$ cat src/rtl/muldiv_unit_if.sv
// EX-stage request/response bundle between the pipeline and the multiply/divide unit.
interface muldiv_unit_if #(
    parameter int unsigned WIDTH = 32
);
    logic             i_StartE;
    logic [1:0]       i_OpE;
    logic [WIDTH-1:0] i_SrcAE;
    logic [WIDTH-1:0] i_SrcBE;
    logic             i_MfhiE;
    logic             i_MfloE;
    logic             i_MthiE;
    logic             i_MtloE;
    logic             i_FlushE;
    logic [WIDTH-1:0] o_HiLoE;
    logic             o_BusyE;
    logic             o_StallReqE;

    // Pipeline side: issues requests, observes results and stall.
    modport master (
        output i_StartE, i_OpE, i_SrcAE, i_SrcBE,
        output i_MfhiE, i_MfloE, i_MthiE, i_MtloE, i_FlushE,
        input  o_HiLoE, o_BusyE, o_StallReqE
    );

    // Unit side: consumes requests, produces results and stall.
    modport slave (
        input  i_StartE, i_OpE, i_SrcAE, i_SrcBE,
        input  i_MfhiE, i_MfloE, i_MthiE, i_MtloE, i_FlushE,
        output o_HiLoE, o_BusyE, o_StallReqE
    );
endinterface

$ cat src/rtl/muldiv_unit.sv
// Iterative radix-2 multiply/divide unit owning the HI/LO register pair.
module muldiv_unit #(
    parameter int unsigned WIDTH = 32
) (
    input  logic        clk,
    input  logic        rst,
    muldiv_unit_if.slave bus
);
    localparam int unsigned W2 = 2 * WIDTH;
    localparam int unsigned CW = $clog2(WIDTH + 1);

    typedef enum logic [1:0] {
        S_IDLE = 2'd0,
        S_RUN  = 2'd1,
        S_FIX  = 2'd2
    } state_e;

    state_e           state_q, state_d;
    logic [CW-1:0]    cnt_q, cnt_d;
    logic [1:0]       op_q, op_d;
    logic [W2-1:0]    acc_q, acc_d;
    logic [WIDTH-1:0] b_q, b_d;
    logic             neg_q, neg_d;
    logic             rsign_q, rsign_d;
    logic             dz_q, dz_d;
    logic [WIDTH-1:0] a_raw_q, a_raw_d;
    logic [WIDTH-1:0] hi_q, hi_d;
    logic [WIDTH-1:0] lo_q, lo_d;

    logic             signed_op;
    logic [WIDTH-1:0] a_mag, b_mag;
    logic [WIDTH:0]   sum, rem_sh, diff;
    logic             any_req;

    // Operand magnitudes for the start cycle; MULTU/DIVU use raw values.
    assign signed_op = ~bus.i_OpE[0];
    assign a_mag = (signed_op && bus.i_SrcAE[WIDTH-1]) ? -bus.i_SrcAE : bus.i_SrcAE;
    assign b_mag = (signed_op && bus.i_SrcBE[WIDTH-1]) ? -bus.i_SrcBE : bus.i_SrcBE;

    // Stall is combinational so the hazard unit sees it in the same cycle.
    assign any_req         = bus.i_StartE | bus.i_MfhiE | bus.i_MfloE | bus.i_MthiE | bus.i_MtloE;
    assign bus.o_BusyE     = (state_q != S_IDLE);
    assign bus.o_StallReqE = bus.o_BusyE & any_req & ~bus.i_FlushE;
    assign bus.o_HiLoE     = bus.i_MfhiE ? hi_q : lo_q;

    // State and datapath registers; reset discards any partial result.
    always_ff @(posedge clk or posedge rst) begin
        if (rst) begin
            state_q <= S_IDLE;
            cnt_q   <= '0;
            op_q    <= '0;
            acc_q   <= '0;
            b_q     <= '0;
            neg_q   <= 1'b0;
            rsign_q <= 1'b0;
            dz_q    <= 1'b0;
            a_raw_q <= '0;
            hi_q    <= '0;
            lo_q    <= '0;
        end else begin
            state_q <= state_d;
            cnt_q   <= cnt_d;
            op_q    <= op_d;
            acc_q   <= acc_d;
            b_q     <= b_d;
            neg_q   <= neg_d;
            rsign_q <= rsign_d;
            dz_q    <= dz_d;
            a_raw_q <= a_raw_d;
            hi_q    <= hi_d;
            lo_q    <= lo_d;
        end
    end

    // Next-state: accept in IDLE, one shift-add/shift-subtract step per RUN cycle, sign fix-up in FIX.
    always_comb begin
        state_d = state_q;
        cnt_d   = cnt_q;
        op_d    = op_q;
        acc_d   = acc_q;
        b_d     = b_q;
        neg_d   = neg_q;
        rsign_d = rsign_q;
        dz_d    = dz_q;
        a_raw_d = a_raw_q;
        hi_d    = hi_q;
        lo_d    = lo_q;
        sum     = '0;
        rem_sh  = '0;
        diff    = '0;

        case (state_q)
            S_IDLE: begin
                if (!bus.i_FlushE) begin
                    if (bus.i_StartE) begin
                        state_d = S_RUN;
                        cnt_d   = '0;
                        op_d    = bus.i_OpE;
                        acc_d   = {WIDTH'(0), a_mag};
                        b_d     = b_mag;
                        neg_d   = signed_op & (bus.i_SrcAE[WIDTH-1] ^ bus.i_SrcBE[WIDTH-1]);
                        rsign_d = signed_op & bus.i_SrcAE[WIDTH-1];
                        dz_d    = (bus.i_SrcBE == '0);
                        a_raw_d = bus.i_SrcAE;
                    end else begin
                        if (bus.i_MthiE) hi_d = bus.i_SrcAE;
                        if (bus.i_MtloE) lo_d = bus.i_SrcAE;
                    end
                end
            end
            S_RUN: begin
                cnt_d = cnt_q + CW'(1);
                if (cnt_q == CW'(WIDTH - 1)) state_d = S_FIX;
                if (!op_q[1]) begin
                    // Multiply: conditionally add multiplicand into the upper half, then shift right.
                    sum = {1'b0, acc_q[W2-1:WIDTH]} + {1'b0, b_q};
                    if (acc_q[0]) acc_d = {sum, acc_q[WIDTH-1:1]};
                    else          acc_d = {1'b0, acc_q[W2-1:1]};
                end else begin
                    // Divide: shift remainder/quotient left, keep the subtraction if it did not borrow.
                    rem_sh = {acc_q[W2-1:WIDTH], acc_q[WIDTH-1]};
                    diff   = rem_sh - {1'b0, b_q};
                    if (!diff[WIDTH]) acc_d = {diff[WIDTH-1:0], acc_q[WIDTH-2:0], 1'b1};
                    else              acc_d = {rem_sh[WIDTH-1:0], acc_q[WIDTH-2:0], 1'b0};
                end
            end
            S_FIX: begin
                state_d = S_IDLE;
                if (!op_q[1]) begin
                    {hi_d, lo_d} = neg_q ? -acc_q : acc_q;
                end else if (dz_q) begin
                    hi_d = a_raw_q;
                    lo_d = '1;
                end else begin
                    lo_d = neg_q   ? -acc_q[WIDTH-1:0]  : acc_q[WIDTH-1:0];
                    hi_d = rsign_q ? -acc_q[W2-1:WIDTH] : acc_q[W2-1:WIDTH];
                end
            end
            default: state_d = S_IDLE;
        endcase
    end
endmodule

$ cat src/flat_wrapper.sv
// flat-port wrapper written by rule: the top's interface ports become plain ports
module muldiv_unit_flat 
#(
    parameter int unsigned WIDTH = 32
)
  (clk, rst, bus_i_StartE, bus_i_OpE, bus_i_SrcAE, bus_i_SrcBE, bus_i_MfhiE, bus_i_MfloE, bus_i_MthiE, bus_i_MtloE, bus_i_FlushE, bus_o_HiLoE, bus_o_BusyE, bus_o_StallReqE);
  muldiv_unit_if #(.WIDTH(WIDTH)) bus_i ();
  input  logic clk;
  input  logic rst;
  input wire logic [$bits(bus_i.i_StartE)-1:0] bus_i_StartE;
  input wire logic [$bits(bus_i.i_OpE)-1:0] bus_i_OpE;
  input wire logic [$bits(bus_i.i_SrcAE)-1:0] bus_i_SrcAE;
  input wire logic [$bits(bus_i.i_SrcBE)-1:0] bus_i_SrcBE;
  input wire logic [$bits(bus_i.i_MfhiE)-1:0] bus_i_MfhiE;
  input wire logic [$bits(bus_i.i_MfloE)-1:0] bus_i_MfloE;
  input wire logic [$bits(bus_i.i_MthiE)-1:0] bus_i_MthiE;
  input wire logic [$bits(bus_i.i_MtloE)-1:0] bus_i_MtloE;
  input wire logic [$bits(bus_i.i_FlushE)-1:0] bus_i_FlushE;
  output wire logic [$bits(bus_i.o_HiLoE)-1:0] bus_o_HiLoE;
  output wire logic [$bits(bus_i.o_BusyE)-1:0] bus_o_BusyE;
  output wire logic [$bits(bus_i.o_StallReqE)-1:0] bus_o_StallReqE;
  assign bus_i.i_StartE = bus_i_StartE;
  assign bus_i.i_OpE = bus_i_OpE;
  assign bus_i.i_SrcAE = bus_i_SrcAE;
  assign bus_i.i_SrcBE = bus_i_SrcBE;
  assign bus_i.i_MfhiE = bus_i_MfhiE;
  assign bus_i.i_MfloE = bus_i_MfloE;
  assign bus_i.i_MthiE = bus_i_MthiE;
  assign bus_i.i_MtloE = bus_i_MtloE;
  assign bus_i.i_FlushE = bus_i_FlushE;
  assign bus_o_HiLoE = bus_i.o_HiLoE;
  assign bus_o_BusyE = bus_i.o_BusyE;
  assign bus_o_StallReqE = bus_i.o_StallReqE;
  muldiv_unit #(.WIDTH(WIDTH)) u_core (.clk(clk), .rst(rst), .bus(bus_i));
endmodule
$ cat config.mk
export PLATFORM = sky130hd
export DESIGN_NAME = muldiv_unit_flat
export DESIGN_NICKNAME = d
export VERILOG_FILES = /design/src/rtl/muldiv_unit_if.sv /design/src/rtl/muldiv_unit.sv /design/src/flat_wrapper.sv
export SDC_FILE = /design/constraint.sdc
export NUM_CORES = 1
export LEC_CHECK = 0
export CAP_MARGIN = 15
export CORE_UTILIZATION = 45
export DETAILED_ROUTE_END_ITERATION = 7
export PLACE_DENSITY = 0.62
export SLEW_MARGIN = 5
export SYNTH_ARGS = -nofsm -noshare
export SYNTH_HDL_FRONTEND = slang
export SYNTH_SLANG_ARGS = --single-unit
export TNS_END_PERCENT = 1
$ cat constraint.sdc
create_clock -name clk -period 17.85 [get_ports clk]
set_clock_uncertainty 0.15 [all_clocks]
set_input_delay 3.57 -clock clk [delete_from_list [all_inputs] [get_ports clk]]
set_output_delay 3.57 -clock clk [all_outputs]
set_load 0.01 [all_outputs]
# After elaboration in Yosys (flattened, before gate mapping)
# Index checks and enable logic that the tools add are counted.
[op_classes]
n_bitwise = 11
n_eq_ne = 9
muxes = 31
addsub = 8
n_reduce_logical = 12
[ops]
columns = ["cell", "n"]
rows = [
  ["32-bit two-way mux", 15],
  ["64-bit two-way mux", 6],
  ["32-bit negation", 4],
  ["32-bit one-hot mux with 2 select lines", 2],
  ["64-bit one-hot mux with 2 select lines", 1],
  ["64-bit negation", 1],
  ["32-bit by 32-bit adder with 33-bit output", 1],
  ["33-bit by 32-bit subtractor with 33-bit output", 1],
  ["32-bit zero test", 1],
  ["6-bit two-way mux", 2],
  ["6-bit one-hot mux with 2 select lines", 1],
  ["2-bit != test (second input constant)", 5],
  ["3-bit AND reduction", 3],
  ["4-bit AND reduction", 2],
  ["6-bit by 1-bit adder with 6-bit output (second input constant)", 1],
  ["6-bit by 5-bit == test with 1-bit output (second input constant)", 1],
  ["2-bit two-way mux", 3],
  ["2-bit nonzero test", 3],
  ["1-bit AND", 4],
  ["1-bit OR", 4],
  ["2-bit one-hot mux with 2 select lines", 1],
  ["2-bit by 1-bit == test with 1-bit output (second input constant)", 1],
  ["2-bit == test (second input constant)", 1],
  ["1-bit logical AND", 2],
  ["other kinds (4)", 5],
]
[word_totals]
word_cells = 82
output_inout_bits = 34
register_bits = 205

# Logic depth before layout (Yosys ltp)
[depth]
word_depth = 6
mapped_depth = 14

# Worst setup path after synthesis
# Ideal clock, no wire load.
[synth_path]
path_kind = "input port to output port"
start = "input port bus_i_MfhiE"
end = "output port bus_o_HiLoE[10]"
stages = 3
setup_slack_ns = 9.622
n_path_buf = 2
arrival_ns = 4.508
cell_sequence = "clkbuf_1 clkbuf_1 mux2_2"
[synth_via]
elab_chain_len = 1
[synth_lines]
columns = ["element", "line", "text"]
rows = [
  ["from (decl)", "flat_wrapper.sv:14", "input wire logic [$bits(bus_i.i_MfhiE)-1:0] bus_i_MfhiE;"],
  ["32-bit two-way mux", "muldiv_unit.sv:44", "assign bus.o_HiLoE = bus.i_MfhiE ? hi_q : lo_q;"],
  ["to (decl)", "flat_wrapper.sv:19", "output wire logic [$bits(bus_i.o_HiLoE)-1:0] bus_o_HiLoE;"],
]
# Every way passes these cells.

# Final worst setup path
[layout_path]
start = "input port bus_i_MfhiE"
end = "output port bus_o_StallReqE"
[layout_via]
elab_chain_len = 6
[layout_lines]
columns = ["element", "line", "text"]
rows = [
  ["1-bit OR (4 in a row)", "muldiv_unit.sv:41", "assign any_req = bus.i_StartE | bus.i_MfhiE | bus.i_MfloE | bus.i_MthiE | bus.i_MtloE;"],
  ["1-bit AND (2 in a row)", "muldiv_unit.sv:43", "assign bus.o_StallReqE = bus.o_BusyE & any_req & ~bus.i_FlushE;"],
  ["to (decl)", "flat_wrapper.sv:21", "output wire logic [$bits(bus_i.o_StallReqE)-1:0] bus_o_StallReqE;"],
]
# Every way passes these cells.

==> flow_metrics.env <==
export IMPL_cts_setup_buffers=0
export IMPL_cp_end_kind="output port"
export IMPL_synth_cell_types=79
export IMPL_ios=108
export IMPL_synth_area_leaders="dfrtp_1, nand2_1, o21ai_0"
export IMPL_cts_made_buffers=27
export IMPL_finalCritPeriodShare=0.511
export IMPL_syn_area_sq_um=17200
export IMPL_hold_class="reg -> reg"
export IMPL_fmax_ghz=0.110
export IMPL_setup_tns_ns=0
export IMPL_antenna_found_initial=0
export IMPL_port_buffers=107
export IMPL_grt_pass1_vias=15900
export IMPL_synth_edf_count=0
export IMPL_routed_via_density=6.18
export IMPL_drive_gt1_frac=0.0676
export IMPL_grt_busiest_layer="met2"
export IMPL_power_density_nw_per_um2=219
export IMPL_cts_tree="done"
export IMPL_synthToLayoutAreaGrowth_pct=13.2
export IMPL_rows=71
export IMPL_slew_viol_final=0
export IMPL_nFillCells=3675
export IMPL_core_area_sq_um=37700
export IMPL_synth_top_cell_area_share=0.297
export IMPL_synth_fp_nets=2316
export IMPL_tightest_slew_ns=1.02
export IMPL_startpoint_type="input port"
export IMPL_rr_startpoint="u_core.acc_q[31]$_DFFE_PP0P_"
export IMPL_cts_htree_levels=1
export IMPL_async_reset_ff_frac=1.00
export IMPL_finalSetupViolCount=0
export IMPL_grt_met1_usage=0.421
export IMPL_gp_congestion=0.936
export IMPL_critical_path_arrival_ns=5.40
export IMPL_fp_dieW_um=198
export IMPL_n_antenna_cell=0
export IMPL_syn_avg_cell_area_sq_um=7.93
export IMPL_leakage_nw=7.87
export IMPL_clkSinkCount=204
export IMPL_firstDrtPassIters=5
export IMPL_p_total_mw=4.26
export IMPL_synth_cells=2171
export IMPL_postRouteAntennaNets=0
export IMPL_route_detailed_drc=0
export IMPL_reg2reg_depth=14
export IMPL_use_met3=0.0300
export IMPL_vias=16700
export IMPL_ys_seq_elements=204
export IMPL_hold_buffers=0
export IMPL_initial_utilization=0.457
export IMPL_synthFlopType="dfrtp_1"
export IMPL_cp_endpoint="bus_o_StallReqE"
export IMPL_crit_start="bus_i_MfhiE"
export IMPL_met2_usage=0.474
export IMPL_synth_top_area_cell="dfrtp_1"
export IMPL_clk_pin_slew_ns=0.05
export IMPL_rsz0062_at_grt="no"
export IMPL_track_usage=0.297
export IMPL_clock_path_buffers=3
export IMPL_cap_violations=0
export IMPL_grt_pass1_wl_mm=91.3
export IMPL_slew_headroom=0.323
export IMPL_num_nets_final=2316
export IMPL_status="completed"
export IMPL_r2r_slack_ns=12.65
export IMPL_cp_max_fo=33
export IMPL_grt_max_degree=93
export IMPL_root_buffer="clkbuf_16"
export IMPL_finalWirelength_mm=57.5
export IMPL_die_area_sq_um=39000
export IMPL_die_h_um=198
export IMPL_ys_seq_area_frac=0.297
export IMPL_crit_type="in -> out"
export IMPL_hpwl_mm=41.2
export IMPL_yosys_warnings=0
export IMPL_r2r_end="u_core.acc_q[49]$_DFFE_PP0P_"
export IMPL_ir_drop_mv=0.112
export IMPL_cts_resized=0
export IMPL_fin_crit_ns=9.12
export IMPL_avgRoutedWirePerCell_um=21.3
export IMPL_hold_viol=0
export IMPL_clk_latency_ns=0.57
export IMPL_grt_overflow=0
export IMPL_required_ns=14.13
export IMPL_drt_initial_drc_count=1450
-- critical path, stage by stage --
cell and delay (ns):
clkdlybuf4s50_1 0.45, buf_4 0.38, nor3_1 0.13, a211oi_1 0.28, clkdlybuf4s50_1 0.59
-- where the power goes --
part | total (mW) | switching, mW | internal, mW
logic | 2.65 | 1.53 | 1.11
registers | 1.05 | 0.360 | 0.692
clock network | 0.562 | 0.223 | 0.339
total | 4.26 | 2.12 | 2.14
-- cell families (layout without fill, tap and decap cells) --
family,Yosys count,after routing,share of synthesized area
and+or+nand+nor,694,694,0.185
muxes,120,120,0.0728
adders and majority gates,71,71,0.0525
DFF,204,204,0.297
xor gates and xnor gates,158,158,0.0804
AOI/OAI and AO/OA,680,680,0.258
buffers and inverters,244,263,0.0546
-- cells in the mapped netlist (all sizes together), types with 47 or more instances --
library cell,number
nand2,342
dfrtp,204
o21ai,193
clkbuf,149
a21oi,142
nor2,118
xor2,87
mux2i,78
inv,74
xnor2,71
ha,69
o211ai,47
-- per-layer routing --
layer	up-vias	share of wire	routed length [um]
li1	7880	-	-
met3	85	0.060	3440
met4	0	0.026	1490
met5	-	0	0
met1	8162	0.45	26100
met2	562	0.46	26500
-- metrics by stage --
stage / std cells / area [sq um] / utilization / hold slack [ns] / worst slack [ns]
floorplan: 2171 / 17200 / - / 0.290 / 8.56
global placement: 2652 / 18500 / 0.492 / 0.303 / 8.77
detailed placement: 2652 / 18500 / 0.492 / 0.308 / 8.71
CTS: 2700 / 19500 / 0.517 / 0.321 / 8.70
global route: 2701 / 19500 / 0.517 / 0.332 / 8.62
finish: 2701 / 19500 / 0.517 / 0.318 / 8.73
-- sequential cells by signal (all words and copies together) (netlist names), 2 cells and up --
| register | cells |
|---|---|
| u_core.acc_q | 64 |
| u_core.cnt_q | 6 |
| u_core.hi_q | 32 |
| u_core.lo_q | 32 |
| u_core.a_raw_q | 32 |
| u_core.b_q | 32 |
| u_core.state_q | 2 |
-- worst min-delay path by stage --
stage | startpoint | endpoint | slack [ns] | depth (start not counted)
6_report | u_core.a_raw_q[16]$_DFFE_PP0P_ | u_core.a_raw_q[16]$_DFFE_PP0P_ | 0.32 | 2
5_1_grt | u_core.a_raw_q[27]$_DFFE_PP0P_ | u_core.a_raw_q[27]$_DFFE_PP0P_ | 0.33 | 2
4_1_cts | u_core.a_raw_q[16]$_DFFE_PP0P_ | u_core.a_raw_q[16]$_DFFE_PP0P_ | 0.32 | 2
3_5_place_dp | u_core.a_raw_q[16]$_DFFE_PP0P_ | u_core.a_raw_q[16]$_DFFE_PP0P_ | 0.31 | 2
3_3_place_gp | u_core.a_raw_q[22]$_DFFE_PP0P_ | u_core.a_raw_q[22]$_DFFE_PP0P_ | 0.30 | 2
2_1_floorplan | u_core.a_raw_q[15]$_DFFE_PP0P_ | u_core.a_raw_q[15]$_DFFE_PP0P_ | 0.29 | 2
-- layout make-up --
class	instances	area (sq um)	area share
Multi-Input combinational cell	1723	11200	0.575
Tap cell	511	639	0.0328
Clock inverter	10	118	0.00604
Sequential cell	204	5110	0.262
Inverter	76	293	0.0150
Clock buffer	38	797	0.0409
Timing Repair Buffer	139	1330	0.0683
-- layout by cell type, fill, tap and decap left out, types with 9 or more instances in the layout --
cell type	n
buf_4	31
o2111ai_1	9
o41ai_1	18
clkdlybuf4s50_1	107
or3_1	24
inv_1	73
nor3_1	44
o31ai_1	33
nand3_1	38
ha_1	69
a21oi_1	142
clkbuf_16	27
xor2_1	87
nand2_1	342
nor2_1	116
a32oi_1	32
nand2b_1	16
o211ai_1	47
a221o_1	9
a21o_1	38
nor4_1	22
nor2b_1	20
or4_1	10
a211oi_1	40
xnor2_1	71
mux2i_1	78
nand4_1	9
o21ai_0	189
dfrtp_1	203
o22ai_1	15
mux2_2	42
a31oi_1	20
No activity file was read; power rests on OpenSTA's default activity.
==> RTL change 1: new RTL, same settings <==
Make the reset (`rst`) synchronous in one clocked block.
--- a/src/rtl/muldiv_unit.sv
+++ b/src/rtl/muldiv_unit.sv
@@ -44,7 +44,7 @@
     assign bus.o_HiLoE     = bus.i_MfhiE ? hi_q : lo_q;
 
     // State and datapath registers; reset discards any partial result.
-    always_ff @(posedge clk or posedge rst) begin
+    always_ff @(posedge clk) begin
         if (rst) begin
             state_q <= S_IDLE;
             cnt_q   <= '0;
Behaviour: differs if rst is asserted again (counterexample within 4 cycles, from zero or initial values and one cycle with rst high); with rst held inactive, the same outputs for 4 cycles.
==> RTL change 1 against the unedited design <==
Design area is 4.0% lower; cell count is 1.6% lower; synthesized cell count up 1.8%; sequential cell count did not move; area after synthesis is 2.5% lower; critical path type unchanged; worst setup slack gained 0.042 ns; maximum frequency grew 0.46%; wire length fell by 1.2%; non-clock buffer count shrank 7; die area down 2.5%; sequential share of layout area shrank 4.4 points.
Power is left out: it rests on default switching activity, and per cell area and clock period it moved more than threefold.
==> RTL change 1: results (changes against the unedited design) <==
The cell depth of the worst min-delay path came out at 2 (unchanged). The wire length of the first global-routing pass came out at 91470 microns (+0.15%). The combined global-route utilization of all metal layers is 29.73% (+0.077 points).

The filler cell count in the final layout is 3553 (-3.3%). The relative max-transition margin is 24.94% (-7.4 points). The cell depth of the worst flop-to-flop path is 14 (unchanged). The path with the worst hold slack has its endpoint at u_core.a_raw_q[24]$_SDFFE_PP0P_.

The pin count of the biggest net entering global routing came out at 110 (+18%). The minimum hold slack came to 0.3043 ns (-0.01408 ns). The number of global-route vias before repair is 15823 (-0.19%). The flow ran to the end, and the final reports show no timing, DRC or antenna violations. The number of violations reported at the end of detailed-routing iteration 0 came to 1456 (+0.41%).

The startpoint of the tightest hold check path is u_core.a_raw_q[24]$_SDFFE_PP0P_. The level count of the clock H-tree is 1 (unchanged). The longest individual stage delay on the worst path came out at 0.57 ns (-0.02 ns). The sequential share of the synthesized area is 24.33% (-5.3 points).

The setup slack of the worst register-to-register path came out at 13.26 ns (+0.61 ns). The commonest cells after synthesis are 243 x sky130_fd_sc_hd__nand2_1, 204 x sky130_fd_sc_hd__dfxtp_1, 193 x sky130_fd_sc_hd__a21oi_1, 185 x sky130_fd_sc_hd__nor2_1, 164 x sky130_fd_sc_hd__clkbuf_1. The arrival time at the worst endpoint is 5.36 ns (-0.04 ns).

The root buffer cell chosen for the clock tree is sky130_fd_sc_hd__clkbuf_16. The number of flip-flops under the largest register name came out at 64 (unchanged). For this run, the leading register cell type out of synthesis is sky130_fd_sc_hd__dfxtp_1. The cell area after layout came out at 18710 sq um (-4.0%). The total of buffers placed on input and output ports is 107 (unchanged). Ranked by total cell area, the synthesized netlist is headed by sky130_fd_sc_hd__dfxtp_1 24%, sky130_fd_sc_hd__a21oi_1 5.8%, sky130_fd_sc_hd__nand2_1 5.4%, sky130_fd_sc_hd__ha_1 5.1%, sky130_fd_sc_hd__mux2i_1 5.0%. The number of unique standard cell types used by synthesis was 88 (+11%). The startpoint identified for the worst register-to-register timing path is u_core.acc_q[31]$_SDFFE_PP0P_. The number of vias in the routed layout is 16629 (-0.36%). The async set or reset register ratio after synthesis is 0% (-100 points). The number of buffers inserted by post-CTS setup repair is 0 (unchanged). The post-cts repair resize count is 0 (unchanged). The half-perimeter wire length after placement came out at 40240 microns (-2.4%). The routed length per placed instance came out at 21.36 microns (+0.35%). The share of cells above drive strength 1 is 6.390% (-0.37 points).

The final weighted congestion in routability-driven placement is 0.9069 (-3.1%). The count of antenna diodes in the layout came out at 0 (unchanged). The total cell area at the placement stage came to 17920 sq um (-3.3%). The length of the first detailed-routing pass in iterations is 6 (+1). The net count after synthesis came out at 2355 (+1.7%). The min-delay analysis places its worst path in the category reg2reg. Counting flops per register, the top entry is u_core.acc_q. The number of nets at the end of the flow is 2321 (+0.22%). The later-pin clock latency in the skew report came out at 0.55 ns (-0.02 ns).

The buffer levels on the longest clock path is 3 (unchanged). The clock buffer count from CTS is 25 (-7.4%). The endpoint identified for the worst register-to-register timing path is u_core.acc_q[51]$_SDFFE_PP0P_.
-- RTL change 1: worst min-delay path: cells and delay by family (launching register included) --
| kind | cells | cell delay, ns |
|---|---|---|
| compound gates | 1 | 0.05 |
| simple gates | 1 | 0.05 |
| flops | 1 | 0.31 |
-- RTL change 1: worst max-delay path by stage --
stage	from	to	slack (ns)	cells after the start
2_1_floorplan	bus_i_MfhiE	bus_o_HiLoE[10]	9.62	3
3_3_place_gp	bus_i_MfhiE	bus_o_StallReqE	8.77	5
3_5_place_dp	bus_i_MfhiE	bus_o_StallReqE	8.76	5
4_1_cts	bus_i_MfhiE	bus_o_StallReqE	8.76	5
5_1_grt	bus_i_MfhiE	bus_o_StallReqE	8.61	5
6_report	bus_i_MfhiE	bus_o_StallReqE	8.77	5
-- RTL change 1: final cells by class --
| class | count | area share (%) |
|---|---|---|
| multi-input cells | 1750 | 62.86 |
| flip-flops and latches | 204 | 21.86 |
| repair buffers | 132 | 6.754 |
| clock buffers | 35 | 3.651 |
| well taps | 468 | 3.130 |
| inverters | 63 | 1.264 |
| clock inverters | 7 | 0.4815 |
-- RTL change 1: logic make-up (layout without fill, tap and decap cells) --
kind of cell,Yosys count,count (layout),share of synthesized area (%)
AOI/OAI and AO/OA,691,691,27.47
and+or+nand+nor,677,677,19.45
buffers and inverters,256,237,5.888
DFF,204,204,24.33
xor gates and xnor gates,188,188,9.853
muxes,123,123,7.625
adders and majority gates,71,71,5.381
-- RTL change 1: per-stage QoR --
step                      setup slack (ns)  cells
after detailed placement             8.757   2616
after CTS                            8.759   2658
after floorplan                      9.622   2210
after global placement               8.771   2616
after global routing                 8.612   2659
final                                8.770   2659
-- RTL change 1: metal layers --
layer	global-route usage [%]	wire length, microns	up-vias
li1	-	-	7984
met1	40.54	25410	8006
met2	49.64	26570	543
met3	2.781	3210	96
met4	8.691	1613	0
met5	0	0	-
==> RTL change 2: new RTL, same settings <==
Without the edit above. `WIDTH` is set to 32 in 3 places; all go to 16.
--- a/src/rtl/muldiv_unit_if.sv
+++ b/src/rtl/muldiv_unit_if.sv
@@ -1,6 +1,6 @@
 // EX-stage request/response bundle between the pipeline and the multiply/divide unit.
 interface muldiv_unit_if #(
-    parameter int unsigned WIDTH = 32
+    parameter int unsigned WIDTH = 16
 );
     logic             i_StartE;
     logic [1:0]       i_OpE;
--- a/src/rtl/muldiv_unit.sv
+++ b/src/rtl/muldiv_unit.sv
@@ -1,6 +1,6 @@
 // Iterative radix-2 multiply/divide unit owning the HI/LO register pair.
 module muldiv_unit #(
-    parameter int unsigned WIDTH = 32
+    parameter int unsigned WIDTH = 16
 ) (
     input  logic        clk,
     input  logic        rst,
--- a/src/flat_wrapper.sv
+++ b/src/flat_wrapper.sv
@@ -1,7 +1,7 @@
 // flat-port wrapper written by rule: the top's interface ports become plain ports
 module muldiv_unit_flat 
 #(
-    parameter int unsigned WIDTH = 32
+    parameter int unsigned WIDTH = 16
 )
   (clk, rst, bus_i_StartE, bus_i_OpE, bus_i_SrcAE, bus_i_SrcBE, bus_i_MfhiE, bus_i_MfloE, bus_i_MthiE, bus_i_MtloE, bus_i_FlushE, bus_o_HiLoE, bus_o_BusyE, bus_o_StallReqE);
   muldiv_unit_if #(.WIDTH(WIDTH)) bus_i ();
Interface: changed (resized bus_i_SrcAE, bus_i_SrcBE and bus_o_HiLoE); port bits go from 108 to 60. The function was not compared with the original's and may differ.
==> RTL change 2 against the unedited design <==
Non-clock buffer count down 72; die area down 50%; area after synthesis down 51%; hold slack better by 0.0098 ns; combinational power down 58%; design area down 51%; sequential cell count down 97; register-to-register slack better by 1.4 ns; clock power down 63%; total power down 56%; first-iteration DRC count down 56%; cell count down 53%; worst setup slack worse by 0.19 ns; wire length down 56%; critical path type unchanged; critical endpoint unchanged; largest cell class unchanged; highest routed layer unchanged.
==> RTL change 2: results (changes against the unedited design) <==
Among all flip-flop cells after synthesis, the most frequent one is sky130_fd_sc_hd__dfrtp_1. The longest individual stage delay on the worst path came out at 1.04 ns (+0.45 ns). The mean area per synthesized cell came out at 8.167 sq um (+3.0%).

The clock buffer count from CTS is 9 (-67%). In this design, the largest share of critical-path delay is due to buffers and inverters. The number of vias in the routed layout is 7714 (-54%).

The via count normalized by instance count was 6.031 (-2.4%). After synthesis, the cell types taking the most area are sky130_fd_sc_hd__dfrtp_1 32%, sky130_fd_sc_hd__nand2_1 7.0%, sky130_fd_sc_hd__o21ai_0 6.0%, sky130_fd_sc_hd__ha_1 5.6%, sky130_fd_sc_hd__xnor2_1 4.9%. The number of global-route vias before repair was 7419 (-53%). The worst setup slack after placement came out at 8.528 ns (-0.1778 ns). The maximum vdd drop is 0.07141 mV (-36%).

The combined global-route utilization of all metal layers is 27.08% (-2.6 points). The half-perimeter wire length after placement came out at 18110 microns (-56%). The run finished with clean final reports.

The buffer levels on the longest clock path is 2 (-1). The number of flip-flops under the largest register name is 32 (-50%). The wire length of the first global-routing pass is 41120 microns (-55%).

The number of nets at the end of the flow is 1128 (-51%). The filler cell count in the final layout came to 1709 (-53%). The number of unique standard cell types used by synthesis came out at 65 (-18%). The static power due to leakage was 3.923 nW (-50%). Counting instances in the post-synthesis netlist gives the leading cell types as 158 x sky130_fd_sc_hd__nand2_1, 107 x sky130_fd_sc_hd__dfrtp_1, 101 x sky130_fd_sc_hd__o21ai_0, 58 x sky130_fd_sc_hd__a21oi_1, 58 x sky130_fd_sc_hd__clkbuf_1.

The clock slew seen by the registers of the worst setup and hold paths is 0.08 ns (+0.03 ns). The level count of the clock H-tree came out at 3 (+2). The total of buffers placed on input and output ports was 59 (-45%). The arrival time at the worst endpoint is 5.59 ns (+0.19 ns).

The pin count of the biggest net entering global routing came to 65 (-30%). The number of violations reported at the end of detailed-routing iteration 0 is 638 (-56%). The initial antenna violation count is 0 (unchanged). The relative max-transition margin came out at 24.81% (-7.5 points). The final weighted congestion in routability-driven placement is 0.8477 (-9.4%).

The sequential share of the synthesized area came out at 31.65% (+2.0 points). The placed cell count is 1263 (-52%). The later-pin clock latency in the skew report is 0.36 ns (-0.21 ns). The length of the first detailed-routing pass in iterations was 7 (+2). The top fanout value on the critical path came to 17 (-48%). The final routed wirelength across all metal layers is 25080 microns (-56%). The share of cells above drive strength 1 came out at 5.238% (-1.5 points).
==> RTL change 2: changes by cell type in the layout (fill, tap and decap cells not counted), sizes merged, moves of 48 or more <==
cell,before,now
a21oi,142,58
clkdlybuf4s50,107,59
dfrtp,204,107
nand2,342,158
nor2,118,55
o21ai,193,102
xor2,87,33
==> RTL change 2: power by group <==
group / switching, mW / total [mW] / leakage [nW] / internal, mW
clock network: 0.100 / 0.210 / 0.149 / 0.110
registers: 0.184 / 0.546 / 1.32 / 0.362
logic: 0.604 / 1.12 / 2.46 / 0.520
total: 0.888 / 1.88 / 3.92 / 0.992
==> RTL change 2: worst paths after layout <==
kind	start	end	slack, ns	depth (start not counted)
max	bus_i_MfhiE	bus_o_StallReqE	8.54	4
max reg2reg	u_core.acc_q[0]$_DFFE_PP0P_	u_core.hi_q[14]$_DFFE_PP0P_	14.02	9
max in group asynchronous	rst	u_core.lo_q[7]$_DFFE_PP0P_	12.81	3
min in group asynchronous	rst	u_core.acc_q[25]$_DFFE_PP0P_	3.48	2
min	u_core.a_raw_q[3]$_DFFE_PP0P_	u_core.a_raw_q[3]$_DFFE_PP0P_	0.33	2
min reg2reg	u_core.a_raw_q[3]$_DFFE_PP0P_	u_core.a_raw_q[3]$_DFFE_PP0P_	0.33	2
==> RTL change 2: area by class of cell <==
| cell class | count | area share (%) |
|---|---|---|
| Clock buffer | 9 | 2.382 |
| Clock inverter | 6 | 0.8204 |
| Inverter | 40 | 1.614 |
| Multi-Input combinational cell | 821 | 56.87 |
| Sequential cell | 107 | 28.32 |
| Tap cell | 229 | 3.030 |
| Timing Repair Buffer | 67 | 6.960 |
==> RTL change 2: metrics by stage <==
| stage | hold slack [ns] | cell area [sq um] | util [%] |
|---|---|---|---|
| floorplan | 0.2904 | 8461 | - |
| global placement | 0.3082 | 9138 | 50.18 |
| detailed placement | 0.3136 | 9138 | 50.18 |
| CTS | 0.3334 | 9440 | 51.85 |
| global route | 0.3483 | 9455 | 51.93 |
| finish | 0.3281 | 9455 | 51.93 |
==> RTL change 2: tightest hold or removal path, stage by stage (launching register included) <==
cell and delay (ns):
sky130_fd_sc_hd__dfrtp_1 0.35, sky130_fd_sc_hd__nand2_1 0.05, sky130_fd_sc_hd__nand2_1 0.05
==> RTL change 2: routing by layer <==
metal	share of wire, %	vias to the layer above	GRT usage (%)
met2	44	190	41.15
met5	0	-	0
li1	-	3755	-
met3	4.7	25	4.040
met1	50	3744	40.16
met4	1.5	0	6.550
==> RTL change 2: kinds of logic after synthesis <==
logic type | count (synthesis) | share of synthesized area [%]
fa+ha+maj | 40 | 6.093
xor+xnor | 80 | 8.282
simple gates | 337 | 18.86
flops | 107 | 31.65
compound gates | 311 | 23.68
mux | 53 | 6.537
buf+inv | 108 | 4.910
